===== config.mk =====
export PLATFORM = sky130hd
export DESIGN_NAME = fifo_rd_ctrl
export DESIGN_NICKNAME = d
export VERILOG_FILES = /design/src/rtl/fifo_rd_ctrl.sv
export SDC_FILE = /design/constraint.sdc
export NUM_CORES = 1
export LEC_CHECK = 0
export CORE_MARGIN = 2
export CORE_UTILIZATION = 34
export DETAILED_ROUTE_END_ITERATION = 8
export PLACE_DENSITY_LB_ADDON = 0.25
export SETUP_SLACK_MARGIN = 0.15
export SLEW_MARGIN = 40
export SYNTH_ARGS = -nofsm -noshare
export SYNTH_HDL_FRONTEND = slang
export SYNTH_SLANG_ARGS = --single-unit

===== constraint.sdc =====
create_clock -name rclk -period 1.48 [get_ports rclk]
set_input_delay 0.444 -clock rclk [delete_from_list [all_inputs] [get_ports rclk]]
set_output_delay 0.444 -clock rclk [all_outputs]
set_load 0.03 [all_outputs]

===== src/rtl/fifo_rd_ctrl.sv =====
// fifo_rd_ctrl: read-side pop controller between an async FIFO and a
// valid/ready consumer. Each pop runs IDLE -> POP -> WAIT so the stale
// rempty flag seen right after a pointer advance is never acted on.
// Optional build macro FIFO_RD_CTRL_CNT_EN adds a saturating rd_count
// output that counts consumer handshakes.
module fifo_rd_ctrl #(
  parameter int DATA_WIDTH = 8
) (
  input  logic                  rclk,
  input  logic                  rrst_n,
  input  logic                  enable,
  input  logic                  rempty,
  input  logic [DATA_WIDTH-1:0] rdata,
  output logic                  rinc,
  output logic [DATA_WIDTH-1:0] out_data,
  output logic                  out_valid,
  input  logic                  out_ready,
  output logic                  busy
`ifdef FIFO_RD_CTRL_CNT_EN
  ,
  output logic [15:0]           rd_count
`endif
);

  typedef enum logic [1:0] {
    IDLE = 2'd0,
    POP  = 2'd1,
    WAIT = 2'd2
  } state_t;

  state_t                  state_reg, state_next;
  logic                    rinc_reg, rinc_next;
  logic [DATA_WIDTH-1:0]   out_data_reg, out_data_next;
  logic                    out_valid_reg, out_valid_next;
  logic                    handshake;
  logic                    fetch;

  // Consumer takes the current word; a fetch may be issued only from IDLE
  // and only when the output register is free or being emptied this cycle.
  always_comb begin
    handshake = out_valid_reg & out_ready;
    fetch     = (state_reg == IDLE) & enable & ~rempty &
                (~out_valid_reg | out_ready);
  end

  // Next-state and next-output logic; a fetch overrides the handshake clear
  // so a same-cycle accept and reload keeps out_valid high without a bubble.
  always_comb begin
    state_next     = state_reg;
    rinc_next      = 1'b0;
    out_data_next  = out_data_reg;
    out_valid_next = out_valid_reg;
    if (handshake) begin
      out_valid_next = 1'b0;
    end
    case (state_reg)
      IDLE: begin
        if (fetch) begin
          state_next     = POP;
          rinc_next      = 1'b1;
          out_data_next  = rdata;
          out_valid_next = 1'b1;
        end
      end
      POP: begin
        // rinc is high for exactly this cycle; enable no longer matters.
        state_next = WAIT;
      end
      WAIT: begin
        // rempty still reflects the old pointer here, so it is ignored.
        state_next = IDLE;
      end
      default: begin
        state_next = IDLE;
      end
    endcase
  end

  // State and output registers; reset clears everything immediately so a
  // pop interrupted in POP is never seen as issued.
  always_ff @(posedge rclk or negedge rrst_n) begin
    if (!rrst_n) begin
      state_reg     <= IDLE;
      rinc_reg      <= 1'b0;
      out_data_reg  <= '0;
      out_valid_reg <= 1'b0;
    end else begin
      state_reg     <= state_next;
      rinc_reg      <= rinc_next;
      out_data_reg  <= out_data_next;
      out_valid_reg <= out_valid_next;
    end
  end

  assign rinc      = rinc_reg;
  assign out_data  = out_data_reg;
  assign out_valid = out_valid_reg;
  assign busy      = (state_reg != IDLE);

`ifdef FIFO_RD_CTRL_CNT_EN
  logic [15:0] rd_count_reg;

  // Count accepted words, sticking at the maximum instead of wrapping.
  always_ff @(posedge rclk or negedge rrst_n) begin
    if (!rrst_n) begin
      rd_count_reg <= 16'd0;
    end else if (handshake && (rd_count_reg != 16'hFFFF)) begin
      rd_count_reg <= rd_count_reg + 16'd1;
    end
  end

  assign rd_count = rd_count_reg;
`endif

endmodule


---- After elaboration in Yosys (flattened, before gate mapping) ----
Index checks and enable logic that the tools add are counted.
cells by class
  muxes and demuxes ....................... 7
  bitwise gates (word level) .............. 7
  reduce and logical (&&, ||, !) cells .... 3
  equal/unequal tests ..................... 2
operators with widths
  kind                  count
  $mux W1               5
  $and A1 B1 Y1         4
  $pmux W2 S2           1
  $eq A2 B1 Y1 const B  1
  $logic_not A2 Y1      1
  $mux W2               1
  $ne A2 B2 Y1 const B  1
  $not A1 Y1            2
  $reduce_and A2 Y1     1
  $reduce_bool A2 Y1    1
  $or A1 B1 Y1          1
word-level totals
  register bits ........................... 12
  bits of input ports ..................... 13
  word-level logic and storage cells ...... 23
  output and inout port bits .............. 11

---- Depth between registers and ports, before layout ----
  depth after elaboration ................. 6
  mapped depth ............................ 4
  mapped depth without buffers ............ 3

---- Least setup slack after synthesis ----
OpenSTA, ideal clock, no wires.
  path type ............................... input to register
  start point ............................. input port rempty
  end point ............................... register out_data_reg[0], in the netlist out_data[0]
  cell stages on the path ................. 4
  setup time .............................. 0.125 ns
  slack ................................... -0.130 ns
  data arrival time ....................... 1.484 ns
  required time ........................... 1.355 ns
  path buffers ............................ 1
  cell sequence ........................... or4b_4 > nand2b_4 > buf_6 > mux2_4
between the ends
  word-level cells in the longest chain between the ends .. 4
ends and longest elaborated chain
  what                                RTL line  RTL
  from (decl)                         12        input logic rempty,
  $not A1 Y1                          42        fetch = (state_reg == IDLE) & enable & ~rempty &
  $and A1 B1 Y1 (2 in series)         42
  $reduce_and A2 Y1 (no source line)  n/a
  to (signal assigned)                90        out_data_reg <= out_data_next;
  to (decl)                           33        logic [DATA_WIDTH-1:0] out_data_reg, out_data_next;
No other way between the ends.
A chain may end at the register's enable or synchronous reset.

---- Worst setup path in the final report ----
  start point ............................. register state_reg[1]
  end point ............................... register out_data_reg[4], in the netlist out_data[4]
between the ends
  word-level cells in the longest chain between the ends .. 5
ends and longest elaborated chain
  what                                  RTL line  RTL
  from (decl)                           31        state_t state_reg, state_next;
  from (signal assigned)                88        state_reg <= state_next;
  $logic_not A2 Y1 *                    42, 56
  $and A1 B1 Y1 (3 in series)           42
  $reduce_and A2 Y1 (no source line) *  n/a
Every way passes the cells marked *; elsewhere a longest branch is shown, timed or not.

==> metrics.md <==
| Metric | Value |
|---|---|
| Crit path launch type | register |
| Worst EP arrival | approximately 1700 ps |
| Clock Tree Buf Depth | 2 |
| Flops & latches, synth | 12 |
| Outcome | finished with violations |
| First-pass GRT wire length | around 1900 microns |
| Post-route clock period utilization | 1.07 |
| Most instantiated cells after synthesis | 12 x dfrtp_1, 8 x mux2_4, 2 x inv_1 |
| Peak supply drop | 733 uV |
| Setup slack after layout | -104 ps |
| Clock Skew | approximately 3.4 ps |
| Mean area per synthesized cell | 16.9 sq um |
| Worst-Margin Slew | 260 ps |
| CTS Buf Count | 3 |
| Largest net degree at the start of global routing | 13 |
| Number of global-route vias before repair | about 370 |
| Core area | 1320 sq um |
| DR iter-0 viols | 5 |
| Ys Warns | 0 |
| IO buf count | 23 |
| Final-report hold violation count | 0 |
| I/O pin count | 24 |
| GRT Residual Overflow | 0 |
| RSZ-0062 raised after global routing | yes |
| Initial core utilization | 0.371 |
| DRC viols | 0 |
| Final #Nets | 74 |
| Crit. End Element | register |
| Setup violations, final | 9 |
| Vias per cell | 4.43 |
| Die height | 41.9 microns |
| Pwr Density | 1400 nW/um^2 |
| Layout cells sized above 1 | 0.550 |
| Final Max Tran Viols | 0 |
| Top-count cell post-synth | dfrtp_1 |
| Worst R2R Path Depth | 3 |
| Top FF cell, synth | dfrtp_1 |
| Antenna-violating nets left | 0 |
| Root buffer cell | clkbuf_4 |
| Num rows | 13 |
| Worst-Skew Late Latency | around 260 ps |
| Antenna violations before repair | 0 |
| H-tree depth | 1 |
| Post-layout minimum cycle time | ~1600 ps |
| Max_slew headroom | 0.826 |
| CTS tree | built |
| Fmax | 0.631 GHz |
| Mapped Area | 489 sq um |
| Leakage power total | 0.417 nW |
| Place WS | -562 ps |
| Post-Route WL | 1110 microns |
| Worst min path class | input port to asynchronous set/reset pin |
| Fraction of registers with async set/reset | 1.00 |
| Crit Path Max Fanout | 5 |
| Crit path kind | register to register |
| Total power | 1.08 mW |
| Failing checks | negative setup slack |
| Synth cell types | 10 |
| Clock slew at reported path FFs | 70 ps |
| WL/cell | 14.8 microns |
| Sequential element share of the synthesized area | 0.614 |
| Die W | 41.9 microns |
| Syn_nets | 42 |
| Fin Hold WS | between 400 and 500 ps |
| Number of flip-flops in the largest register | 8 |
| ANT cells | 0 |
| Critical Path RT | 1630 ps |
| Post-Syn Instances | 29 |
| Tot GR Track Use | 0.151 |
| Core Util, Final | 0.586 |
| Setup tns final | -688 ps |
| Leading area contributor after synthesis | dfrtp_1 |
| Post-synth EDFFs | 0 |
| Full die area | 1760 sq um |
| Cts hold-fix bufs | 0 |
| Via count | 332 |
| Cells taking the most area after synthesis | dfrtp_1 61%, mux2_4 25%, nand2b_4 2.8%, or4b_4 2.8%, buf_6 2.3% |
| DR pass1 iterations | 3 |
| Sink Count | 12 |
| RD Place Congestion | 0.698 |
| Synth top area share | 0.614 |
| Area grow syn2layout | 57.8% |
| Total of max-cap violations | 0 |
## metal layers
metal	share of wire	track usage	wire, microns
met1	0.36	0.153	405
met2	0.57	0.272	637
met3	0.053	0.0478	59
met4	0.0072	0.0774	8
met5	0	0	0
## worst paths after layout
kind	endpoint	start	slack, ps
setup / recovery	out_data[4]	state_reg[1]	-100
hold / removal	out_valid	rrst_n	480
setup reg to reg	out_data[4]	state_reg[1]	-100
hold reg to reg	out_data[0]	out_data[0]	510
max in group asynchronous	out_data[7]	rrst_n	840
min in group rclk	out_data[0]	out_data[0]	510
## stage by stage
step,std cells,instance area (sq um)
2_1_floorplan,29,489
3_3_place_gp,67,734
3_5_place_dp,67,734
4_1_cts,74,757
5_1_grt,75,772
6_report,75,772
## logic make-up (layout without fill, tap and decap cells)
logic type | count (synthesis) | after routing | synth area share
flops | 12 | 12 | 0.614
mux | 8 | 8 | 0.246
simple gates | 6 | 7 | 0.102
buf+inv | 3 | 33 | 0.0384
## power breakdown
part           internal, mW  switching (mW)  total (mW)  leakage, nW
clock                 0.149          0.0991       0.248       0.0210
sequential            0.394          0.0393       0.433        0.147
combinational         0.186           0.212       0.398        0.249
## cells in the final DEF (no fill, tap or decap), types with 2 or more instances in the layout
| cell type | n |
|---|---|
| buf_2 | 8 |
| buf_4 | 4 |
| buf_6 | 3 |
| clkbuf_4 | 3 |
| clkdlybuf4s50_1 | 10 |
| dfrtp_1 | 12 |
| inv_2 | 2 |
| mux2_4 | 8 |
| nand2b_4 | 2 |
## timing repair
item	in CTS	in global routing
pin swaps	1	1
resized for setup	65	5
endpoints found under the setup margin	21	13
gates cloned	1	0
setup buffers	2	1
## worst max-delay path: stages, from the launching register on
cell and delay, ps:
dfrtp_1 400, or4b_4 540, nand2b_4 210, mux2_4 320
## area by class of cell
cell class / instances / area, sq um
Tap cell: 15 / 18.8
Multi-Input combinational cell: 15 / 186
Inverter: 2 / 7.51
Sequential cell: 12 / 300
Timing Repair Buffer: 27 / 223
Clock buffer: 4 / 36.3
Fill cell: 114 / 546
Note: power is estimated with default switching activity, not from simulation.
